<file path="src/rtl/mil1553_timer_pkg.sv">
`default_nettype none
// +----------------------------------------------------------------------+
// | mil1553_timer_pkg : shared state type and 1553 tick constants         |
// | Revision 1.0                                                          |
// +----------------------------------------------------------------------+
package mil1553_timer_pkg;

  typedef enum logic {
    S_IDLE = 1'b0,
    S_RUN  = 1'b1
  } timer_state_t;

  localparam int unsigned SYS_CLK_MHZ = 100;

  function automatic int unsigned us_to_ticks(input int unsigned us);
    return us * SYS_CLK_MHZ;
  endfunction

  localparam int unsigned RESP_GAP_MIN    = us_to_ticks(4);
  localparam int unsigned RESP_GAP_MAX    = us_to_ticks(12);
  localparam int unsigned NO_RESP_TIMEOUT = us_to_ticks(14);

endpackage
`default_nettype wire

</file>
<file path="src/rtl/sat_up_counter.sv">
`default_nettype none
// +----------------------------------------------------------------------+
// | sat_up_counter : clearable, enabled up-counter that stops at MAX_COUNT|
// | Revision 1.0                                                          |
// +----------------------------------------------------------------------+
module sat_up_counter #(
  parameter int unsigned MAX_COUNT     = 1000,
  parameter int unsigned COUNTER_WIDTH = $clog2(MAX_COUNT + 1)
) (
  input  logic                     i_clk,
  input  logic                     i_rst,
  input  logic                     i_clr,
  input  logic                     i_en,
  output logic [COUNTER_WIDTH-1:0] o_count,
  output logic [COUNTER_WIDTH-1:0] o_next
);

  localparam logic [COUNTER_WIDTH-1:0] C_MAX = COUNTER_WIDTH'(MAX_COUNT);

  logic [COUNTER_WIDTH-1:0] count_q;
  logic [COUNTER_WIDTH-1:0] count_d;
  logic                     w_inc;

  // o_next is the value the count would take without a clear; the caller
  // uses it to capture the stop cycle's own tick.
  always_comb begin
    w_inc   = i_en && (count_q < C_MAX);
    o_next  = count_q + COUNTER_WIDTH'(w_inc);
    count_d = i_clr ? '0 : o_next;
  end

  always_ff @(posedge i_clk) begin
    if (i_rst) begin
      count_q <= '0;
    end else begin
      count_q <= count_d;
    end
  end

  assign o_count = count_q;

endmodule
`default_nettype wire

</file>
<file path="src/rtl/elapsed_timer.sv">
`default_nettype none
// +----------------------------------------------------------------------+
// | elapsed_timer : saturating start/stop interval timer with capture    |
// | Revision 1.0                                                          |
// +----------------------------------------------------------------------+
module elapsed_timer
  import mil1553_timer_pkg::*;
#(
  parameter int unsigned MAX_COUNT     = 1000,
  parameter int unsigned TIMEOUT_COUNT = 700,
  parameter int unsigned COUNTER_WIDTH = $clog2(MAX_COUNT + 1)
) (
  input  logic                     i_clk,
  input  logic                     i_rst,
  input  logic                     i_clear,
  input  logic                     i_en,
  input  logic                     i_start,
  input  logic                     i_stop,
  output logic [COUNTER_WIDTH-1:0] o_count,
  output logic                     o_running,
  output logic [COUNTER_WIDTH-1:0] o_capture,
  output logic                     o_valid,
  output logic                     o_timeout,
  output logic                     o_saturated
);

  localparam logic [COUNTER_WIDTH-1:0] C_MAX     = COUNTER_WIDTH'(MAX_COUNT);
  localparam logic [COUNTER_WIDTH-1:0] C_TIMEOUT = COUNTER_WIDTH'(TIMEOUT_COUNT);

  if (MAX_COUNT == 0) begin : g_chk_max
    $fatal(1, "elapsed_timer: MAX_COUNT must be > 0");
  end
  if ((TIMEOUT_COUNT < 1) || (TIMEOUT_COUNT > MAX_COUNT)) begin : g_chk_timeout
    $fatal(1, "elapsed_timer: TIMEOUT_COUNT must lie in 1..MAX_COUNT");
  end
  if ((64'(1) << COUNTER_WIDTH) <= 64'(MAX_COUNT)) begin : g_chk_width
    $fatal(1, "elapsed_timer: COUNTER_WIDTH too narrow for MAX_COUNT");
  end

  timer_state_t             state_q, state_d;
  logic [COUNTER_WIDTH-1:0] capture_q, capture_d;
  logic                     valid_q, valid_d;
  logic                     timeout_q, timeout_d;
  logic                     saturated_q, saturated_d;

  logic                     w_running;
  logic                     w_cnt_clr;
  logic                     w_cnt_en;
  logic [COUNTER_WIDTH-1:0] w_count;
  logic [COUNTER_WIDTH-1:0] w_next;

  // Any start zeroes the count, whether from idle, a restart, or start+stop.
  assign w_running = (state_q == S_RUN);
  assign w_cnt_clr = i_clear || i_start;
  assign w_cnt_en  = w_running && i_en;

  sat_up_counter #(
    .MAX_COUNT    (MAX_COUNT),
    .COUNTER_WIDTH(COUNTER_WIDTH)
  ) u_counter (
    .i_clk  (i_clk),
    .i_rst  (i_rst),
    .i_clr  (w_cnt_clr),
    .i_en   (w_cnt_en),
    .o_count(w_count),
    .o_next (w_next)
  );

  always_comb begin
    state_d     = state_q;
    capture_d   = capture_q;
    valid_d     = 1'b0;
    timeout_d   = timeout_q;
    saturated_d = saturated_q;
    if (i_clear) begin
      state_d     = S_IDLE;
      timeout_d   = 1'b0;
      saturated_d = 1'b0;
    end else begin
      case (state_q)
        S_IDLE: begin
          if (i_start) begin
            state_d     = S_RUN;
            timeout_d   = 1'b0;
            saturated_d = 1'b0;
          end
        end
        S_RUN: begin
          if (i_stop) begin
            capture_d = w_next;
            valid_d   = 1'b1;
            if (!i_start) begin
              state_d = S_IDLE;
            end
          end
          // Flags track next so they rise in the cycle o_count shows the value.
          if (i_start) begin
            timeout_d   = 1'b0;
            saturated_d = 1'b0;
          end else begin
            if (w_next == C_TIMEOUT) timeout_d   = 1'b1;
            if (w_next == C_MAX)     saturated_d = 1'b1;
          end
        end
        default: state_d = S_IDLE;
      endcase
    end
  end

  always_ff @(posedge i_clk) begin
    if (i_rst) begin
      state_q     <= S_IDLE;
      capture_q   <= '0;
      valid_q     <= 1'b0;
      timeout_q   <= 1'b0;
      saturated_q <= 1'b0;
    end else begin
      state_q     <= state_d;
      capture_q   <= capture_d;
      valid_q     <= valid_d;
      timeout_q   <= timeout_d;
      saturated_q <= saturated_d;
    end
  end

  assign o_count     = w_count;
  assign o_running   = w_running;
  assign o_capture   = capture_q;
  assign o_valid     = valid_q;
  assign o_timeout   = timeout_q;
  assign o_saturated = saturated_q;

endmodule
`default_nettype wire
</file>
<file path="config.mk">
export PLATFORM = sky130hd
export DESIGN_NAME = elapsed_timer
export DESIGN_NICKNAME = d
export VERILOG_FILES = /design/src/rtl/mil1553_timer_pkg.sv /design/src/rtl/sat_up_counter.sv /design/src/rtl/elapsed_timer.sv
export SDC_FILE = /design/constraint.sdc
export NUM_CORES = 1
export LEC_CHECK = 0
export CORE_MARGIN = 1
export CORE_UTILIZATION = 40
export CTS_CLUSTER_DIAMETER = 30
export DETAILED_ROUTE_END_ITERATION = 16
export PLACE_DENSITY = 0.7
export SYNTH_ARGS = -nofsm -noshare
export SYNTH_HDL_FRONTEND = slang
export SYNTH_SLANG_ARGS = --single-unit
</file>
<file path="constraint.sdc">
create_clock -name i_clk -period 5.8 [get_ports i_clk]
set_clock_uncertainty 0.1 [all_clocks]
set_input_delay 0.87 -clock i_clk [delete_from_list [all_inputs] [get_ports i_clk]]
set_output_delay 0.87 -clock i_clk [all_outputs]
set_load 0.02 [all_outputs]
</file>
-- Word-level counts from Yosys, hierarchy flattened
Index checks and enable logic that the tools add are counted.
- flip-flop bits (word level): 24
- memories: 0
- input bits: 6
- word-level logic and storage cells: 35
- output and inout bits: 24
- bits in writable memories: 0
- ROM bits: 0
- bits in latches: 0
- div/mod/pow operators: 0
- $add $sub $neg: 1
- $mul: 0
- bitwise operators: 2
- reduce and logical (&&, ||, !) cells: 9
- shifts and indexed selects: 0
- $lt $le $gt $ge: 1
- eq/ne operators: 5
- muxes and demuxes: 11
- operators with widths (kind ; number):
    $eq 10x10->1 const B ; 2
    $add 10x1->10 ; 1
    $lt 10x10->1 const B ; 1
    $mux 1 ; 8
    $ne 3x2->1 const B ; 2
    $pmux 1 s2 ; 3
    $reduce_and 2->1 ; 2
    $reduce_or 2->1 ; 2
    $reduce_and 3->1 ; 1
    $reduce_or 3->1 ; 1
    $logic_and 1x1->1 ; 2
    $ne 2x2->1 const B ; 1
    $not 1->1 ; 2
    $logic_or 1x1->1 ; 1

-- Depth between registers and ports, before layout
Gate-level depths: netlist of run 1.
- depth after elaboration: 7
- mapped depth: 9

-- Hierarchy
Synthesis of run 1 repeated with hierarchy kept, for this count alone.
- cell total of the unflattened synthesis: 108
- area, all modules: 1013.5 sq um
- modules (own cells, without submodules) (module ; instances ; area an instance (sq um) ; cells an instance ; seq. area each (sq um)):
    elapsed_timer ; 1 ; 524.3 ; 54 ; 280.3
    sat_up_counter ; 1 ; 489.2 ; 54 ; 200.2

-- Worst setup path after synthesis of run 1
No wires, ideal clock.
- path type: reg2reg
- from: register u_counter.count_q[6], in the netlist u_counter.o_count[6]
- to: register saturated_q, in the netlist o_saturated
- required time: 5.639 ns
- library setup time: 0.061 ns
- setup slack: 3.224 ns
- cell stages (with the launch flop): 9
- arrival: 2.415 ns
- period minus slack after synthesis: 2.576 ns
- path through: dfxtp_1 -> buf_2 -> nand4_1 -> o311a_1 -> ha_1 -> ha_1 -> or4b_2 -> o211ai_1 -> a32o_1
- word-level cells in the longest chain between the ends: 6
- RTL lines (element ; line ; source):
    from (decl) ; sat_up_counter.sv:20 ; logic [COUNTER_WIDTH-1:0] count_q;
    from (signal assigned) ; sat_up_counter.sv:36 ; count_q <= count_d;
    $lt 10x10->1 ; sat_up_counter.sv:27 ; w_inc = i_en && (count_q < C_MAX);
    $logic_and 1x1->1 ; sat_up_counter.sv:27 ;
    $add 10x1->10 (*) ; sat_up_counter.sv:28 ; o_next = count_q + COUNTER_WIDTH'(w_inc);
    $eq 10x10->1 (*) ; elapsed_timer.sv:102 ; if (w_next == C_MAX) saturated_d = 1'b1;
    $ne 3x2->1 (no source line) (*) ; - ;
    $reduce_and 2->1 (no source line) (*) ; - ;
    to (signal assigned) ; elapsed_timer.sv:122 ; saturated_q <= saturated_d;
    to (decl) ; elapsed_timer.sv:44 ; logic saturated_q, saturated_d;
Mark *: on every way between the ends. The rest lies on a longest branch, timed or not.
A chain may end at the register's enable or synchronous reset.

-- Worst setup path in the final report of run 1
- from: input port i_en
- to: register timeout_q, in the netlist o_timeout
- word-level cells in the longest chain between the ends: 6
- RTL lines (element ; line ; source):
    from (decl) ; elapsed_timer.sv:16 ; input logic i_en,
    $logic_and 1x1->1 ; elapsed_timer.sv:55 ; assign w_cnt_en = w_running && i_en;
    $logic_and 1x1->1 ; sat_up_counter.sv:27 ;
    $add 10x1->10 ; sat_up_counter.sv:28 ;
    $eq 10x10->1 ; elapsed_timer.sv:101 ; if (w_next == C_TIMEOUT) timeout_d = 1'b1;
    $ne 3x2->1 (no source line) ; - ;
    $reduce_and 2->1 (no source line) ; - ;
    to (signal assigned) ; elapsed_timer.sv:121 ; timeout_q <= timeout_d;
    to (decl) ; elapsed_timer.sv:43 ; logic timeout_q, timeout_d;
No other way between the ends.

==> metrics.md, run 1 <==
| Metric | Value |
|---|---|
| Status | `complete, no violations` |
| Area after DPL | `1294 sq um` |
| Synthesized area | `992.2 sq um` |
| Hold Violations, Final | `0` |
| Crit-path max cell delay | `~0.46 ns` |
| Total gr overflow | `0` |
| HP Class | `register to register` |
| Largest cells by area after synthesis | `dfxtp_1, nor2_1, a211oi_1` |
| Num rows | `17` |
| RSZ-0062 raised after global routing | `no` |
| # setup viols final | `0` |
| WS Path Type | `input pin to register` |
| ANT cells | `0` |
| Post-synth top area share | `48.42%` |
| Most numerous cell in the Yosys netlist | `dfxtp_1` |
| Critical path data required time | `5.96 ns` |
| Setup TNS | `0 ns` |
| Worst Max-Slew Pin Slew | `~0.75 ns` |
| Global-route wire length before repair | `3.484 mm` |
| Area of the core | `2276 sq um` |
| Worst-path clk slew | `~0.13 ns` |
| Area Growth Syn to Fin | `32.66%` |
| Worst Setup Start Kind | `input pin` |
| Number of clock sinks | `24` |
| Syn Inst Count | `106` |
| Number of global-route vias before repair | `819` |
| Initial Util | `a little over two fifths` |
| Initial antenna violation count | `0` |
| Syn Nets | `114` |
| Post-synth top cells | `dfxtp_1, nor2_1, a211oi_1` |
| I/O pin count | `30` |
| Routed WL | `about 2.1 mm` |
| Max-slew violation count | `0` |
| Antenna Violating Nets Remaining | `0` |
| Chip height | `51.81 microns` |
| Largest net degree at the start of global routing | `19` |
| First-pass iteration count of the detailed router | `4` |
| Cell taking the most area after synthesis | `dfxtp_1` |
| Total track usage | `17.52%` |
| Leakage dissipation | `0.4095 nW` |
| Residual DRC | `0` |
| Wire per inst | `13.07 microns` |
| DP Wirelength | `roughly 1.6 mm` |
| H-tree levels | `1` |
| Hold bufs inserted after CTS | `0` |
| Post-synth EDFFs | `0` |
| Post-CTS setup buffers | `0` |
| CTS buffer count | `3` |
| Critical path buffer and inverter count | `1` |
| Clk Latency, worst-skew pair | `roughly 0.30 ns` |
| Max_cap viols | `0` |
| Fraction of layout cells with a size suffix above 1 | `under 10%` |
| Post-synth cell types | `29` |
| CTS tree | `built` |
| Most used flip-flop cell after synthesis | `dfxtp_1` |
| RD Place Congestion | `0.7864` |
| Die area | `2684 sq um` |
| Critical Path AT | `2.86 ns` |
| Hold path startpoint | `o_saturated` |
| Max Clock Freq | `0.3702 GHz` |
| Reg-to-Reg Start | `u_counter.o_count[6]` |
| Async SR Flop Fraction | `0%` |
| VDD IR max | `approximately 0.14 mV` |
| Crit path max fanout | `4` |
| Design area | `between 1000 and 1500 sq um` |
| Post-CTS resize count | `0` |
| Die W | `51.81 microns` |
| Delay-heaviest family, CP | `compound AO/OA/AOI/OAI gates` |
| Clk buf depth | `2` |
| # fillers | `199` |
| Root Buffer | `clkbuf_4` |
| Register area share after synthesis | `about half` |
| Via/cell ratio | `5.248` |
| Critical-path cell list | `clkdlybuf4s50_1, o311a_1, ha_1, nand2_1, or3_4, a2111oi_2, a32o_1` |
| Yosys reg bits | `24` |
| Via count | `845` |
| Synth Area per Inst | `9.360 sq um` |
| Setup crit end kind | `register` |
| Worst rel slew slack | `50.12%` |
| Yosys warnings | `0` |
| Period minus WS final | `2.701 ns` |
| Layout Nets | `143` |
| Initial DRC count | `12` |
| Setup crit start | `i_en` |
| Power Density | `roughly 190 nW/um^2` |
| Slowest library cell on the worst path | `clkdlybuf4s50_1` |
| Port Buffers | `29` |
| Final critical-path share of the clock period | `around 47%` |
[per-layer routing]
layer	part of all wire, %	wire length [microns]	vias to the layer above	track usage, %
li1	-	-	428	-
met1	47	996	385	20.25
met2	47	982	28	32.25
met3	4.5	95	4	3.801
met4	1.4	30	0	4.505
met5	0	0	-	0
[layout make-up]
cell class / count / area (sq um) / share of cell area [%]
clock buffers: 3 / 22.52 / 1.711
flip-flops and latches: 24 / 480.5 / 36.50
repair buffers: 29 / 290.3 / 22.05
inverters: 3 / 11.26 / 0.8555
multi-input cells: 74 / 476.7 / 36.22
well taps: 28 / 35.03 / 2.662
[cells in the final DEF (no fill, tap or decap)]
master and instances:
or4b_2 1, a21oi_1 1, nand2_1 3, nor2_2 1
clkbuf_4 3, nor3_1 5, nand3_1 3, xor2_1 3
or3_4 1, nand4_1 4, or3_1 1, ha_1 2
a32o_1 2, clkdlybuf4s50_1 29, o311a_1 1, dfxtp_1 24
a2111oi_2 1, inv_1 3, a211oi_1 8, xnor2_1 6
and2_2 1, and2_1 2, o21ai_0 1, mux2i_1 2
nand3_2 1, o211ai_1 1, nor3b_1 1, nor2_1 22
[metrics by stage]
stage	hold WS (ns)	worst slack (ns)	utilization (%)	instances	total power, mW
after global placement	0.3568	2.869	56.84	158	0.1873
after detailed placement	0.3744	2.769	56.84	158	0.1877
after floorplan	0.4653	3.224	-	106	0.1788
final	0.3989	3.099	57.83	161	0.2540
after global routing	0.4260	3.016	57.83	161	0.2648
after CTS	0.4049	3.094	57.83	161	0.2565
[state kept, by name (all words and copies together) (netlist names)]
register	cells
o_capture	10
o_saturated	1
u_counter.o_count	10
o_timeout	1
o_valid	1
o_running	1
[cells by family after synthesis]
logic type               count (synthesis)  synth area share (%)
AND/OR/NAND/NOR                         46                 23.20
flip-flops                              24                 48.42
AO/OA/AOI/OAI                           15                 12.36
XOR/XNOR                                 9                 7.945
buffers and inverters                    8                 3.531
multiplexers                             2                 2.018
adder cells (fa/ha/maj)                  2                 2.522
[final timing paths]
path                                     to  depth (start not counted)  slack [ns]
worst max register to register  o_saturated                          7        3.18
worst min-delay path            o_saturated                          1        0.40
worst max-delay path              o_timeout                          7        3.10
worst min register to register  o_saturated                          1        0.40
[power breakdown]
| part | leakage [nW] | internal, mW | switching (mW) |
|---|---|---|---|
| logic | 0.202 | 0.00782 | 0.00832 |
| clock network | 0.0138 | 0.0242 | 0.0460 |
| registers | 0.194 | 0.167 | 0.00113 |
(Power assumes the default switching activity.)
==> run 2: changes to the inputs <==
Clock period 5.8 ns to 2.73 ns, I/O delays scaled along.
==> run 2 against run 1 <==
Routed wire length is 7.0% higher. Utilization rose by 1.6 points. Global-route usage increased by 1.2 points. First-iteration DRC count rose by 33%. Non-clock buffer count increased by 5. Highest routed layer unchanged.
==> metrics.md, run 2 (synthesis gave the netlist of run 1 again) <==
| Metric | Value |
|---|---|
| VDD IR max | `0.2485 mV` |
| Antenna Violating Nets Remaining | `0` |
| Delay-heaviest family, CP | `simple AND/OR/NAND/NOR gates` |
| ANT cells | `0` |
| Worst-path clk slew | `0.12 ns` |
| Number of clock sinks | `24` |
| DP Wirelength | `1.723 mm` |
| Setup crit end kind | `register` |
| Most frequent cells in the layout | `clkdlybuf4s50_1, dfxtp_1, nor2_1` |
| Clk Latency, worst-skew pair | `0.31 ns` |
| CTS tree | `built` |
| Largest net degree at the start of global routing | `19` |
| Die W | `51.81 microns` |
| Die area | `2684 sq um` |
| Hold Path Sink | `o_timeout` |
| R2R Setup Slk | `0.11 ns` |
| Reg-to-Reg Start | `u_counter.o_count[5]` |
| Area after DPL | `1331 sq um` |
| Total track usage | `between 10% and 20%` |
| Via/cell ratio | `5.428` |
| Slowest library cell on the worst path | `or4b_2` |
| Worst path most repeated cell | `ha_1` |
| Layout Nets | `148` |
| # placed instances | `163` |
| HP Class | `register to register` |
| Design area | `roughly 1400 sq um` |
| First-pass iteration count of the detailed router | `5` |
| Hold depth | `1` |
| Post-CTS resize count | `0` |
| Worst rel slew slack | `71.07%` |
| Chip height | `about 52 microns` |
| Non-Filler Instances | `166` |
| # setup viols final | `0` |
| Final total power | `540.2 uW` |
| Area of the core | `2276 sq um` |
| Leakage dissipation | `0.4361 nW` |
| Reg2Reg Depth | `7` |
| Root Buffer | `clkbuf_4` |
| Hold path startpoint | `o_timeout` |
| Initial antenna violation count | `0` |
| CTS buffer count | `3` |
| Hold_ws | `approximately 0.39 ns` |
| Critical-path cell list | `nand4_1, o311a_1, ha_1, ha_1, or4b_2, o211ai_1, a32o_1` |
| Initial DRC count | `16` |
| RD Place Congestion | `0.8210` |
| Area Growth Syn to Fin | `36.44%` |
| Critical path buffer and inverter count | `0` |
| WS Path Type | `register to register` |
| Final critical-path share of the clock period | `95.81%` |
| Crit-path max cell delay | `0.65 ns` |
| Hold Violations, Final | `0` |
| Clk buf depth | `2` |
| Status | `complete, no violations` |
| Total gr overflow | `0` |
| Fraction of layout cells with a size suffix above 1 | `10.14%` |
| Setup TNS | `0 ns` |
| Hold bufs inserted after CTS | `0` |
| Num rows | `17` |
| Crit path max fanout | `8` |
| Max_cap viols | `0` |
| Max Clock Freq | `0.3823 GHz` |
| Routed WL | `2.252 mm` |
| Critical Path AT | `2.78 ns` |
| Post-CTS setup buffers | `0` |
| Global-route wire length before repair | `3.732 mm` |
| Critical path data required time | `2.89 ns` |
| Worst Max-Slew Pin Slew | `0.4306 ns` |
| Power Density | `399.0 nW/um^2` |
| Final worst slack | `about 0.11 ns` |
| R2r endpoint | `o_saturated` |
| I/O pin count | `30` |
| Final core occ | `around three fifths` |
| Max-slew violation count | `0` |
| Most common cell after layout, fill and taps aside | `clkdlybuf4s50_1` |
| Initial Util | `a little over two fifths` |
| H-tree levels | `1` |
| Wire per inst | `13.57 microns` |
| Via count | `901` |
| Worst Setup Start Kind | `register` |
| Period minus WS final | `2.616 ns` |
| Pre-CTS setup slack | `0.1595 ns` |
| Port Buffers | `29` |
| RSZ-0062 raised after global routing | `no` |
| Residual DRC | `0` |
| Number of global-route vias before repair | `878` |
-- run 2: per-layer routing --
| layer | up-vias | track usage, % | wire length, microns |
|---|---|---|---|
| met2 | 40 | 34.20 | 1095 |
| met5 | - | 0 | 0 |
| li1 | 438 | - | - |
| met3 | 4 | 2.924 | 149 |
| met1 | 419 | 22.08 | 987 |
| met4 | 0 | 6.306 | 20 |
-- run 2: power by group --
part / leakage [nW] / internal (mW) / switching (mW)
clock: 0.0138 / 0.0517 / 0.0967
sequential: 0.194 / 0.354 / 0.00237
combinational: 0.229 / 0.0179 / 0.0179
-- run 2: area by class of cell --
| type | count | area (sq um) |
|---|---|---|
| clock buffer | 3 | 22.52 |
| inverter | 3 | 11.26 |
| sequential | 24 | 480.5 |
| timing repair buffer | 34 | 327.8 |
| tap | 28 | 35.03 |
| fill | 212 | 922.1 |
| multi-input combinational | 74 | 476.7 |
-- run 2: how the worst max path moves through the flow --
stage | start | depth (start not counted) | slack (ns) | endpoint
CTS | u_counter.o_count[5] | 7 | 0.13 | o_saturated
detailed placement | u_counter.o_count[5] | 7 | 0.16 | o_saturated
finish | u_counter.o_count[5] | 7 | 0.11 | o_saturated
global placement | u_counter.o_count[5] | 7 | 0.20 | o_saturated
floorplan | u_counter.o_count[6] | 8 | 0.15 | o_saturated
global route | u_counter.o_count[5] | 8 | 0.006 | o_saturated
==> run 3: changes to the inputs <==
Settings changed: SLEW_MARGIN set to 20.
==> results of run 3 <==
The final DEF is identical to that of run 2; final timing and power are the same.
==> patch: new RTL, settings of run 3 <==
Register the inputs `i_clear`, `i_en`, `i_start` and `i_stop` before use. The logic sees them one clock later.
--- a/src/rtl/elapsed_timer.sv
+++ b/src/rtl/elapsed_timer.sv
@@ -28,4 +28,16 @@
   localparam logic [COUNTER_WIDTH-1:0] C_TIMEOUT = COUNTER_WIDTH'(TIMEOUT_COUNT);
 
+  logic i_clear_q;
+  logic i_en_q;
+  logic i_start_q;
+  logic i_stop_q;
+
+  always_ff @(posedge i_clk) begin
+    i_clear_q <= i_clear;
+    i_en_q    <= i_en;
+    i_start_q <= i_start;
+    i_stop_q  <= i_stop;
+  end
+
   if (MAX_COUNT == 0) begin : g_chk_max
     $fatal(1, "elapsed_timer: MAX_COUNT must be > 0");
@@ -52,6 +64,6 @@
   // Any start zeroes the count, whether from idle, a restart, or start+stop.
   assign w_running = (state_q == S_RUN);
-  assign w_cnt_clr = i_clear || i_start;
-  assign w_cnt_en  = w_running && i_en;
+  assign w_cnt_clr = i_clear_q || i_start_q;
+  assign w_cnt_en  = w_running && i_en_q;
 
   sat_up_counter #(
@@ -73,5 +85,5 @@
     timeout_d   = timeout_q;
     saturated_d = saturated_q;
-    if (i_clear) begin
+    if (i_clear_q) begin
       state_d     = S_IDLE;
       timeout_d   = 1'b0;
@@ -80,5 +92,5 @@
       case (state_q)
         S_IDLE: begin
-          if (i_start) begin
+          if (i_start_q) begin
             state_d     = S_RUN;
             timeout_d   = 1'b0;
@@ -87,13 +99,13 @@
         end
         S_RUN: begin
-          if (i_stop) begin
+          if (i_stop_q) begin
             capture_d = w_next;
             valid_d   = 1'b1;
-            if (!i_start) begin
+            if (!i_start_q) begin
               state_d = S_IDLE;
             end
           end
           // Flags track next so they rise in the cycle o_count shows the value.
-          if (i_start) begin
+          if (i_start_q) begin
             timeout_d   = 1'b0;
             saturated_d = 1'b0;
Function: changed (Yosys sat finds a counterexample within 4 cycles, from zero or initial values and one cycle with i_rst high).
==> patch against run 3 <==
Global-route usage is 0.84 points lower; area after synthesis up 9.7%; sequential share of layout area rose by 2.8 points; cell area increased by 8.0%; power increased by 34%; synthesized cell count grew 5.7%; core utilization is 1.5 points lower; wire length decreased by 2.9%; combinational power down 2%; largest power group unchanged; worst setup slack gained 0.22 ns; sequential power grew 18%; sequential cell count grew 4; final cell count rose by 4.2%.
==> patch: results (changes against run 3) <==
| Metric | Value |
|---|---|
| Hold path startpoint | o_saturated (was o_timeout) |
| Fraction of layout cells with a size suffix above 1 | 8.39% (was 10.1%) |
| P_leak | 0.489 nW (was 0.436 nW) |
| TritonRoute pass-1 iters | 4 (was 5) |
| Switching Share | 19.5% (was 21.6%) |
| First-pass GRT wire length | 3.71 mm (was 3.73 mm) |
| Setup CP Type | reg2reg (unchanged) |
| First DRT Iteration DRCs | 15 (was 16) |
| PortBufs | 29 (unchanged) |
| Adder-Cell Fraction of Synth Area | 2.30% (was 2.52%) |
| Fraction of registers with async set or reset after synthesis | 0% (unchanged) |
| GPL Wtd Cong | 0.841 (was 0.821) |
| CTS H-Tree Depth | 1 (unchanged) |
| Post-DP Area | 1410 um2 (was 1330 um2) |
| Antenna cell count | 0 (unchanged) |
| Crit path launch | u_counter.o_count[6] (was u_counter.o_count[5]) |
| Top delay family on crit path | compound AO/OA/AOI/OAI gates (was simple AND/OR/NAND/NOR gates) |
| Num CTS Buffers | 3 (unchanged) |
| Final net count | 152 (was 148) |
| Vias | 891 (was 901) |
| Largest cells by area after synthesis | dfxtp_1 51%, nor2_1 6.9%, a211oi_1 4.1% (was dfxtp_1 48%, nor2_1 8.3%, a211oi_1 6.1%) |
| DPL Wire Length | 1.70 mm (was 1.72 mm) |
| Largest net degree at the start of global routing | 19 (unchanged) |
| Antenna violations before repair | 0 (unchanged) |
| GRT Overall Usage | 17.9% (was 18.8%) |
| Worst vdd ir | 0.000418 V (was 0.000249 V) |
| Syn. warnings | 0 (unchanged) |
| XOR/XNOR Fraction of Synth Area | 6.44% (was 7.94%) |
| Worst skew pair latency | 0.33 ns (was 0.31 ns) |
| Post-synthesis sequential area ratio | 51.5% (was 48.4%) |
| Clock transition at path regs | 0.14 ns (was 0.12 ns) |
| Delay of the slowest critical-path stage | 0.49 ns (was 0.65 ns) |
| Vias in the first global route | 811 (was 878) |
| Post-synth top flop | dfxtp_1 (unchanged) |
| Compound-Gate Fraction of Synth Area | 11.6% (was 12.4%) |
| Synth unique cells | 30 (was 29) |
| Longest Clk Path Bufs | 2 (unchanged) |
| Post-CTS Setup Bufs | 0 (unchanged) |
| Drt wl/cell | 12.6 um (was 13.6 um) |
| Status | finished, final reports clean (unchanged) |
| FILL cells | 230 (was 212) |
| Post-synthesis mux area share | 1.84% (was 2.02%) |
| CP max-delay cell | dfxtp_1 (was or4b_2) |
| Crit path max fanout | 8 (unchanged) |
| # DRC | 0 (unchanged) |
| Post-CTS sizing | 0 (unchanged) |
| Max-slew headroom | 71.6% (was 71.1%) |
| Post-synth top cells | 28 x dfxtp_1, 20 x nor2_1, 6 x a211oi_1 (was 24 x dfxtp_1, 22 x nor2_1, 8 x a211oi_1) |
| Min-Delay Path Class | reg2reg (unchanged) |
| Worst EP arrival | 2.56 ns (was 2.78 ns) |
| CTS Root Cell | clkbuf_4 (unchanged) |
| Syn_nets | 120 (was 114) |
-- patch: worst paths after layout --
kind / slack, ns / end / depth (start not counted)
worst max-delay path: 0.33 / o_saturated / 8
worst min-delay path: 0.38 / o_saturated / 2
worst max register to register: 0.33 / o_saturated / 8
worst min register to register: 0.38 / o_saturated / 2
-- patch: cell families after synthesis --
group / count (synthesis)
AOI/OAI and AO/OA: 17
xor gates and xnor gates: 8
adders and majority gates: 2
buffers and inverters: 8
DFF: 28
muxes: 2
and+or+nand+nor: 47
-- patch: per-stage QoR --
step	std cells	setup slack, ns	utilization, %
5_1_grt	173	0.145	58.0
3_3_place_gp	169	0.428	55.9
3_5_place_dp	169	0.400	55.9
4_1_cts	173	0.354	58.0
2_1_floorplan	112	0.469	-
6_report	173	0.331	58.0
-- patch: routing by layer --
layer,routed length (um),global-route usage [%],vias to the layer above
met5,0,0,-
met4,27,6.41,0
met3,126,3.39,2
met2,1040,28.5,31
met1,988,24.0,403
li1,-,-,455
-- patch: layout make-up --
cell class | instances | area [um2] | share of cell area, %
Clock buffer | 3 | 22.5 | 1.54
Timing Repair Buffer | 31 | 305 | 20.9
Clock inverter | 1 | 30.0 | 2.05
Multi-Input combinational cell | 76 | 492 | 33.6
Inverter | 4 | 15.0 | 1.03
Tap cell | 30 | 37.5 | 2.57
Sequential cell | 28 | 561 | 38.3
-- patch: power by group through the flow --
| stage | combinational, mW | sequential [mW] | clock (mW) |
|---|---|---|---|
| after detailed placement | 0.0352 | 0.430 | 0 |
| after global routing | 0.0385 | 0.422 | 0.295 |
| final | 0.0350 | 0.421 | 0.268 |
| after global placement | 0.0346 | 0.429 | 0 |
| after floorplan | 0.0127 | 0.433 | 0 |
| after CTS | 0.0353 | 0.421 | 0.277 |
